==> src/rtl/instr_encoder.sv <==
// -----------------------------------------------------------------------------
// instr_encoder
//   Program loader ahead of fetch. Packs opcode/register/funct/immediate fields
//   into RV32I R/I/S/B instruction words and writes them to consecutive words
//   of instruction memory over a write port with ack. Immediates that do not
//   fit their format are dropped, pulsed on err_pulse and counted.
//
// Ports
//   clk, rst        clock; asynchronous active-high reset
//   clear           sync abort: back to IDLE, load address 0, full dropped
//   in_valid/ready  request handshake (in_ready is combinational)
//   fmt             00=R 01=I 10=S 11=B
//   opcode, funct3, funct7, rd, rs1, rs2, imm   instruction fields
//   wr_en/addr/data memory write request, held until mem_ack
//   mem_ack         memory accepted the write this cycle
//   full            WORD_COUNT words written; no further requests accepted
//   err_pulse       one-cycle pulse per rejected request
//   err_count       saturating count of rejected requests (survives clear)
// -----------------------------------------------------------------------------
module instr_encoder #(
   parameter int unsigned DATA_WIDTH    = 32,
   parameter int unsigned ADDR_WIDTH    = 8,
   parameter int unsigned WORD_COUNT    = 64,
   parameter int unsigned ERR_CNT_WIDTH = 8
) (
   input  logic                     clk,
   input  logic                     rst,
   input  logic                     clear,
   input  logic                     in_valid,
   output logic                     in_ready,
   input  logic [1:0]               fmt,
   input  logic [6:0]               opcode,
   input  logic [2:0]               funct3,
   input  logic [6:0]               funct7,
   input  logic [4:0]               rd,
   input  logic [4:0]               rs1,
   input  logic [4:0]               rs2,
   input  logic [DATA_WIDTH-1:0]    imm,
   output logic                     wr_en,
   output logic [ADDR_WIDTH-1:0]    wr_addr,
   output logic [DATA_WIDTH-1:0]    wr_data,
   input  logic                     mem_ack,
   output logic                     full,
   output logic                     err_pulse,
   output logic [ERR_CNT_WIDTH-1:0] err_count
);

   // word index must be able to hold WORD_COUNT itself (the full condition)
   localparam int unsigned IDX_W = $clog2(WORD_COUNT + 1);

   typedef enum logic [1:0] {
      S_IDLE = 2'd0,
      S_ENC  = 2'd1,
      S_WR   = 2'd2
   } state_e;

   typedef enum logic [1:0] {
      FMT_R = 2'b00,
      FMT_I = 2'b01,
      FMT_S = 2'b10,
      FMT_B = 2'b11
   } fmt_e;

   state_e                   state_q;
   fmt_e                     fmt_q;
   logic [6:0]               opcode_q;
   logic [2:0]               funct3_q;
   logic [6:0]               funct7_q;
   logic [4:0]               rd_q;
   logic [4:0]               rs1_q;
   logic [4:0]               rs2_q;
   logic [DATA_WIDTH-1:0]    imm_q;

   logic [IDX_W-1:0]         word_idx_q;
   logic [IDX_W-1:0]         word_idx_d;
   logic                     wr_en_q;
   logic [ADDR_WIDTH-1:0]    wr_addr_q;
   logic [DATA_WIDTH-1:0]    wr_data_q;
   logic                     full_q;
   logic                     err_pulse_q;
   logic [ERR_CNT_WIDTH-1:0] err_count_q;

   logic [DATA_WIDTH-1:0]    enc_d;
   logic                     legal_d;
   logic                     imm12_ok;
   logic                     imm13_ok;

   assign in_ready  = (state_q == S_IDLE) && !full_q && !clear;
   assign wr_en     = wr_en_q;
   assign wr_addr   = wr_addr_q;
   assign wr_data   = wr_data_q;
   assign full      = full_q;
   assign err_pulse = err_pulse_q;
   assign err_count = err_count_q;

   assign word_idx_d = word_idx_q + 1'b1;

   // Sign-extension check: all bits above the field's sign bit equal the sign bit
   assign imm12_ok = (&imm_q[DATA_WIDTH-1:11]) || !(|imm_q[DATA_WIDTH-1:11]);
   assign imm13_ok = (&imm_q[DATA_WIDTH-1:12]) || !(|imm_q[DATA_WIDTH-1:12]);

   always_comb begin
      enc_d   = '0;
      legal_d = 1'b1;
      unique case (fmt_q)
         FMT_R: begin
            enc_d = {funct7_q, rs2_q, rs1_q, funct3_q, rd_q, opcode_q};
         end
         FMT_I: begin
            enc_d   = {imm_q[11:0], rs1_q, funct3_q, rd_q, opcode_q};
            legal_d = imm12_ok;
         end
         FMT_S: begin
            enc_d   = {imm_q[11:5], rs2_q, rs1_q, funct3_q, imm_q[4:0], opcode_q};
            legal_d = imm12_ok;
         end
         FMT_B: begin
            enc_d   = {imm_q[12], imm_q[10:5], rs2_q, rs1_q, funct3_q,
                       imm_q[4:1], imm_q[11], opcode_q};
            legal_d = imm13_ok && !imm_q[0];
         end
         default: begin
            enc_d   = '0;
            legal_d = 1'b0;
         end
      endcase
   end

   always_ff @(posedge clk or posedge rst) begin
      if (rst) begin
         state_q     <= S_IDLE;
         fmt_q       <= FMT_R;
         opcode_q    <= '0;
         funct3_q    <= '0;
         funct7_q    <= '0;
         rd_q        <= '0;
         rs1_q       <= '0;
         rs2_q       <= '0;
         imm_q       <= '0;
         word_idx_q  <= '0;
         wr_en_q     <= 1'b0;
         wr_addr_q   <= '0;
         wr_data_q   <= '0;
         full_q      <= 1'b0;
         err_pulse_q <= 1'b0;
         err_count_q <= '0;
      end else if (clear) begin
         // clear beats a coincident mem_ack: the pending word is not counted
         state_q     <= S_IDLE;
         word_idx_q  <= '0;
         wr_en_q     <= 1'b0;
         full_q      <= 1'b0;
         err_pulse_q <= 1'b0;
      end else begin
         err_pulse_q <= 1'b0;
         unique case (state_q)
            S_IDLE: begin
               if (in_valid && !full_q) begin
                  fmt_q    <= fmt_e'(fmt);
                  opcode_q <= opcode;
                  funct3_q <= funct3;
                  funct7_q <= funct7;
                  rd_q     <= rd;
                  rs1_q    <= rs1;
                  rs2_q    <= rs2;
                  imm_q    <= imm;
                  state_q  <= S_ENC;
               end
            end
            S_ENC: begin
               if (legal_d) begin
                  wr_data_q <= enc_d;
                  wr_addr_q <= ADDR_WIDTH'({word_idx_q, 2'b00});
                  wr_en_q   <= 1'b1;
                  state_q   <= S_WR;
               end else begin
                  err_pulse_q <= 1'b1;
                  if (err_count_q != '1) begin
                     err_count_q <= err_count_q + 1'b1;
                  end
                  state_q <= S_IDLE;
               end
            end
            S_WR: begin
               if (mem_ack) begin
                  wr_en_q    <= 1'b0;
                  word_idx_q <= word_idx_d;
                  full_q     <= (word_idx_d == IDX_W'(WORD_COUNT));
                  state_q    <= S_IDLE;
               end
            end
            default: begin
               state_q <= S_IDLE;
               wr_en_q <= 1'b0;
            end
         endcase
      end
   end

endmodule

==> config.mk <==
export PLATFORM = sky130hd
export DESIGN_NAME = instr_encoder
export DESIGN_NICKNAME = d
export VERILOG_FILES = /design/src/rtl/instr_encoder.sv
export SDC_FILE = /design/constraint.sdc
export NUM_CORES = 1
export LEC_CHECK = 0
export CAP_MARGIN = 20
export CORE_ASPECT_RATIO = 1.75
export CORE_MARGIN = 2
export CORE_UTILIZATION = 45
export DETAILED_ROUTE_END_ITERATION = 12
export DONT_BUFFER_PORTS = 1
export GPL_ROUTABILITY_DRIVEN = 0
export GPL_TIMING_DRIVEN = 0
export HOLD_SLACK_MARGIN = 0.02
export MAX_ROUTING_LAYER = met4
export PLACE_DENSITY_LB_ADDON = 0.3
export SETUP_SLACK_MARGIN = 0.02
export SYNTH_ARGS = -nofsm -noshare
export SYNTH_HDL_FRONTEND = slang
export SYNTH_SLANG_ARGS = --single-unit
==> constraint.sdc <==
create_clock -name clk -period 4.4 [get_ports clk]
set_input_delay 0 -clock clk [delete_from_list [all_inputs] [get_ports clk]]
set_output_delay 0 -clock clk [all_outputs]
set_load 0.02 [all_outputs]
==> qor.yml, run 1 <==
worst_setup_path:
  end_kind: "register"
  worstPathArrival_ns: 2.45
  timing.rr.end: "err_count[7]"
  startpoint: "fmt_q[0]"
  startpoint_type: "register"
  path_max_fanout: 10
  ff2ff_path_depth: 7
  reg2reg_from: "fmt_q[0]"
  cp_data_required_time_ns: 4.68
  rrSetupSlack_ns: 2.23
  path_class: "register to register"
layout:
  final_nets: 558
  final_util_pct: 59.3
  layout-drive-gt1-share_pct: 30.4
  fill_cells: 903
  syn2layout_area_growth_pct: 27.8
  diodes: 0
  final_cell_mix: "dfrtp_1 (124), mux2_2 (70), dlygate4sd3_1 (69), mux2_4 (27), nor2_1 (18)"
  final_common_cell: "dfrtp_1"
sta:
  tightest_slew_ns: 0.578
  fmax_ghz: 0.461
  period_minus_slack_ns: 2.17
  finalHoldViolations: 0
  setup_viol: 0
  holdWs_ns: 0.111
  slew_viol_final: 0
  worst_slew_margin_rel_pct: 61.5
  clock_skew_ns: 0.0106
  post-route-period-util_pct: 49.3
  rsz0062_at_grt: "false"
global_route:
  grt_overflow: 0
  grt_pass1_wl_um: 18900
  grt_pass1_vias: 3764
  grtUsageTotal_pct: 19.6
  grt_max_degree: 65
  antenna_found_initial: 0
status:
  status: "finished, final reports clean"
die:
  initial_core_util_pct: 46.4
  io_pins: 123
  rows: 52
  die_w_um: 86.6
  die_h_um: 149
  design.core.area_um2: 11600
  dieArea_um2: 12900
clock_tree:
  clkTransAtPathRegs_ns: 0.06
  cts_resized: 0
  clock_sinks: 124
  max-clock-path-buffers: 2
  postCtsSetupRepairBufs: 0
  htreeDepth: 4
  cts_buffers: 17
  clk_latency_ns: 0.40
  postCtsHoldBufs: 69
  cts_root_buf: "clkbuf_16"
  cts_tree: "built"
run:
  cap_violations: 0
power:
  switching_share_pct: 31.2
  peakVddDrop_mv: 0.327
  p_switching_mw: 1.20
  p_clk_share_pct: 35.7
  power_frac_comb_pct: 15.9
  power.density_nw_per_um2: 561
  internal_power_mw: 2.65
  p_seq_share_pct: 48.3
  p_leak_nw: 3.12
yosys:
  yosys.cell_types.count: 39
  yosys_warnings: 0
  syn_inst: 388
  ys_seq_area_share_pct: 57.8
  avgSynthCellArea_um2: 13.8
  synth_area_um2: 5370
  ys_ff_latch: 124
placed_design:
  dp_hpwl_um: 8140
  io_buffers: 0
worst_hold_path:
  hp-class: "primary input to register"
  min-delay-start: "in_valid"
  whs_endpoint: "imm_q[30]"
  holdPathStages: 2
routing:
  drtIter0Drc: 102
  routedWlPerCell_um: 18.5
  viasPerCell: 5.46
  route.detailed.drc: 0
  vias: 3427
  dr.pass1.iters: 5
  wirelength_um: 11600
  ant_nets: 0
==> metal layers <==
| layer | track usage (%) | part of all wire, % | up-vias |
|---|---|---|---|
| li1 | - | - | 1589 |
| met1 | 21.4 | 38 | 1756 |
| met2 | 34.7 | 57 | 73 |
| met3 | 4.11 | 3.2 | 9 |
| met4 | 6.88 | 1.1 | 0 |
| met5 | - | 0 | - |
==> cells by family after synthesis <==
group	share of synthesized area [%]
other	0.0698
flip-flops	57.8
buffers and inverters	3.17
AND/OR/NAND/NOR	7.43
multiplexers	22.4
adder cells (fa/ha/maj)	1.63
AO/OA/AOI/OAI	5.57
XOR/XNOR	1.96
==> cell type report <==
cell class	instances	area, um2	area share, %
buffer	16	144	2.10
timing repair buffer	72	727	10.6
clock inverter	15	163	2.37
inverter	7	31.3	0.456
sequential	124	3100	45.2
clock buffer	17	425	6.20
multi-input combinational	242	2100	30.6
tap	135	169	2.46
==> registers in the layout (all words and copies together) (netlist names) <==
name        count
err_pulse       1
rs2_q           5
state_q         2
wr_data        32
full            1
opcode_q        7
funct7_q        7
imm_q          32
word_idx_q      7
wr_addr         6
fmt_q           2
funct3_q        3
rd_q            5
wr_en           1
rs1_q           5
err_count       8
==> per-stage QoR <==
step                std cells  worst slack [ns]  TNS, ns  total power, mW  area [um2]
floorplan                 389              1.10        0             2.28        5380
global placement          524            -0.104   -11.32             2.41        5550
detailed placement        527              2.24        0             2.45        5590
CTS                       628              2.22        0             3.90        6870
global route              628              2.14        0             4.04        6870
finish                    628              2.23        0             3.85        6870
==> power groups by stage <==
stage	Sequential (mW)	Combinational [mW]	Clock, mW
after detailed placement	1.88	0.565	0
after CTS	1.86	0.619	1.41
after floorplan	1.79	0.480	0
after global placement	1.87	0.538	0
final	1.86	0.614	1.38
after global routing	1.90	0.675	1.47
==> cells in the mapped netlist <==
library cell	count	area [um2]
xnor2_1	3	26.3
ha_1	7	87.6
nand4_1	9	56.3
nor2_1	18	67.6
a221oi_1	5	43.8
nand2_2	1	6.26
or2_0	1	6.26
and2_1	1	6.26
buf_4	4	30.0
nand3_1	7	35.0
o2bb2ai_1	1	8.76
a22o_1	11	96.3
clkbuf_1	2	7.51
conb_1	1	3.75
buf_6	9	101
nor4b_1	1	8.76
nor4_1	9	56.3
nand2_4	1	11.3
buf_2	1	5.00
o211ai_2	1	12.5
or3_1	1	6.26
nor3_1	7	35.0
nand2_1	17	63.8
a22oi_1	1	7.51
nor2b_1	2	12.5
nand2b_1	1	6.26
mux2_2	70	788
and4_1	1	8.76
or2_2	1	6.26
a21oi_1	17	85.1
mux2_1	1	11.3
and3_1	1	6.26
dfrtp_1	124	3100
o21ai_0	6	30.0
mux2_4	27	405
a31oi_1	1	6.26
xor2_1	9	78.8
inv_1	7	26.3
o41ai_1	1	8.76
==> critical path, stage by stage, from the launching register on <==
cell      delay, ns
dfrtp_1        0.40
ha_1           0.26
nor2b_1        0.17
a31oi_1        0.16
o211ai_2       0.18
buf_4          0.21
nor4_1         0.30
mux2_2         0.37
==> worst max-delay path by stage <==
stage / to / cells after the start
6_report: err_count[7] / 7
5_1_grt: err_count[7] / 7
4_1_cts: wr_data[18] / 7
3_5_place_dp: wr_data[18] / 7
3_3_place_gp: wr_addr[6] / 1
2_1_floorplan: err_count[0] / 1
No activity file was read; power rests on OpenSTA's default activity.
==> inputs of run 2 (changes only) <==
Settings changed: ABC_AREA set to 1.
Clock period 4.4 ns to 2 ns, I/O delays scaled along.
==> qor.yml, run 2 <==
sta:
  holdWs_ns: 0.0435  # -0.0671 ns
  tightest_slew_ns: 0.598  # +0.0202 ns
  slew_viol_final: 0  # unchanged
  worst_slew_margin_rel_pct: 59.8  # -1.7 points
  rsz0062_at_grt: "true"
  setup_ws_ns: 0.0906  # -2.14 ns
  post-route-period-util_pct: 95.5  # +46 points
  finalHoldViolations: 0  # unchanged
  setup_viol: 0  # unchanged
  fin_setup_tns_ns: 0  # unchanged
  clock_skew_ns: 0.00636  # -0.00424 ns
  fmax_ghz: 0.524  # +14%
  period_minus_slack_ns: 1.91  # -0.259 ns
yosys:
  synth-async-reset-ratio_pct: 100  # unchanged
  synth_edf_count: 0  # unchanged
  yosys_most_used_dff: "dfrtp_1"
  synth_commonest_cells: "nand2_1 (299), dfrtp_1 (124), nand3_1 (48)"
  ys_ff_latch: 124  # unchanged
  avgSynthCellArea_um2: 8.25  # -40%
  yosys_warnings: 0  # unchanged
  synth_area_leader_cell: "dfrtp_1"
  synthTopCellsByArea: "dfrtp_1 (55%), nand2_1 (20%), nand3_1 (4.3%), o21ai_0 (2.9%), nor2_1 (2.8%)"
  synth_most_common_cell: "nand2_1"
  yosys.cell_types.count: 30  # -23%
  synth_top_area_share_pct: 55.2  # -2.5 points
  ys_seq_area_share_pct: 55.2  # -2.5 points
  syn_inst: 681  # +76%
  synth_area_um2: 5620  # +4.6%
global_route:
  grt_overflow: 0  # unchanged
  antenna_found_initial: 0  # unchanged
  grt_pass1_wl_um: 23700  # +26%
  grt_pass1_vias: 4925  # +31%
  grt_max_degree: 46  # -29%
  grtUsageTotal_pct: 23.5  # +3.9 points
routing:
  wl_met2_um: 8140  # +22%
  viasPerCell: 5.07  # -7.1%
  ant_nets: 0  # unchanged
  wirelength_um: 14600  # +25%
  route.detailed.drc: 0  # unchanged
  routedWlPerCell_um: 15.2  # -18%
  drt-met1-wl_um: 5540  # +24%
  dr_wl_met3_um: 507  # +37%
  vias: 4849  # +41%
  dr.pass1.iters: 4  # -1
  drtIter0Drc: 215  # +110%
  top_layer: "met4"
die:
  design.core.area_um2: 12300  # +6.2%
  io_pins: 123  # unchanged
  rows: 54  # +3.8%
  die_w_um: 88.5  # +2.2%
  die_h_um: 152  # +2.2%
  initial_core_util_pct: 45.7  # -0.71 points
  dieArea_um2: 13400  # +4.4%
worst_setup_path:
  worstPathArrival_ns: 2.25  # -0.20 ns
  startpoint_type: "register"
  reg2reg_from: "err_count[0]"
  end_kind: "register"
  startpoint: "err_count[0]"
  path_max_fanout: 9  # -1
  cp_data_required_time_ns: 2.34  # -2.34 ns
  path_class: "register to register"
clock_tree:
  max-clock-path-buffers: 2  # unchanged
  cts_buffers: 17  # unchanged
  clock_sinks: 124  # unchanged
  clk_latency_ns: 0.40  # about the same
  htreeDepth: 4  # unchanged
  clkTransAtPathRegs_ns: 0.05  # about the same
  cts_tree: "built"
  cts_root_buf: "clkbuf_16"
placed_design:
  dp_hpwl_um: 10600  # +31%
  io_buffers: 0  # unchanged
  pre_cts_ws_ns: -0.285  # -2.52 ns
  dp.cells: 852  # +62%
power:
  peakVddDrop_mv: 0.664  # +100%
  power.density_nw_per_um2: 1140  # +100%
  p_leak_nw: 3.63  # +16%
layout:
  final_common_cell: "nand2_1"
  final_cell_mix: "nand2_1 (299), dfrtp_1 (124), dlygate4sd3_1 (71), nand3_1 (47), nor2_1 (39)"
  final_util_pct: 58.9  # -0.41 points
  layout-drive-gt1-share_pct: 9.64  # -21 points
  diodes: 0  # unchanged
  syn2layout_area_growth_pct: 28.9
  fill_cells: 1132  # +25%
  final_cells: 956  # +52%
  final_nets: 853  # +53%
status:
  status: "finished, final reports clean"
worst_hold_path:
  hp-class: "primary input to register"
  min-delay-start: "in_valid"
run:
  cap_violations: 0  # unchanged
run 2: changes by cell type after synthesis, moves of 11 or more:
cell	before	now
inv_1	7	37
nor2_1	18	42
a21oi_1	17	1
nand3_1	7	48
o22ai_1	0	11
nand3_2	0	11
o21ai_0	6	33
mux2_4	27	0
mux2_2	70	0
buf_2	1	14
nand2_1	17	299
run 2: cell families after synthesis:
kind of cell / share of synthesized area [%]
AOI/OAI and AO/OA: 5.01
xor gates and xnor gates: 1.40
adders and majority gates: 1.56
buffers and inverters: 5.61
DFF: 55.2
other: 0.0668
and+or+nand+nor: 31.1
run 2: final cells by class:
type                       count  area [um2]  area share, %
buffer                        31         170           2.35
clock buffer                  18         439           6.07
clock inverter                14         168           2.32
inverter                      39         150           2.07
timing repair buffer          75         778           10.8
tap                          168         210           2.90
sequential                   124        3100           42.9
multi-input combinational    487        2220           30.7
run 2: per-stage QoR:
step                power, mW  area [um2]
floorplan                4.62        5630
global placement         4.96        5840
detailed placement       5.04        5880
CTS                      8.29        7200
global route             8.68        7240
finish                   8.24        7240
run 2: power breakdown:
part | leakage (nW) | internal [mW] | total [mW] | switching [mW]
combinational | 1.74 | 0.507 | 1.28 | 0.769
sequential | 1.59 | 3.03 | 3.85 | 0.815
clock | 0.293 | 2.00 | 3.12 | 1.12
total | 3.63 | 5.53 | 8.24 | 2.71
run 2: path summary, 6_finish.rpt:
path,end,slack (ns),cells after the start
hold reg to reg,imm_q[10],0.48,2
hold / removal,funct7_q[6],0.04,4
setup / recovery,err_count[2],0.09,8
setup reg to reg,err_count[2],0.09,8
max in group asynchronous,err_count[0],0.48,6
min in group asynchronous,imm_q[30],0.53,3
run 2: critical path, stage by stage (launching register included):
cell,delay [ns]
dfrtp_1,0.55
ha_1,0.28
nand3_1,0.09
nor2_1,0.21
nand3_2,0.23
nand4_1,0.16
buf_4,0.17
nand2_1,0.07
nand2_1,0.08
run 2: repair_timing:
item,in CTS,in global routing
pin swaps,1,0
hold buffers,70,1
gates cloned,0,0
endpoints found under the hold margin,121,5
setup endpoints to repair,33,67
resized for setup,4,5
setup buffers,1,0
run 2: per-layer routing:
layer	global-route usage, %	vias to the layer above
li1	-	2363
met1	24.5	2343
met2	41.0	123
met3	5.87	20
met4	9.67	0
met5	-	-
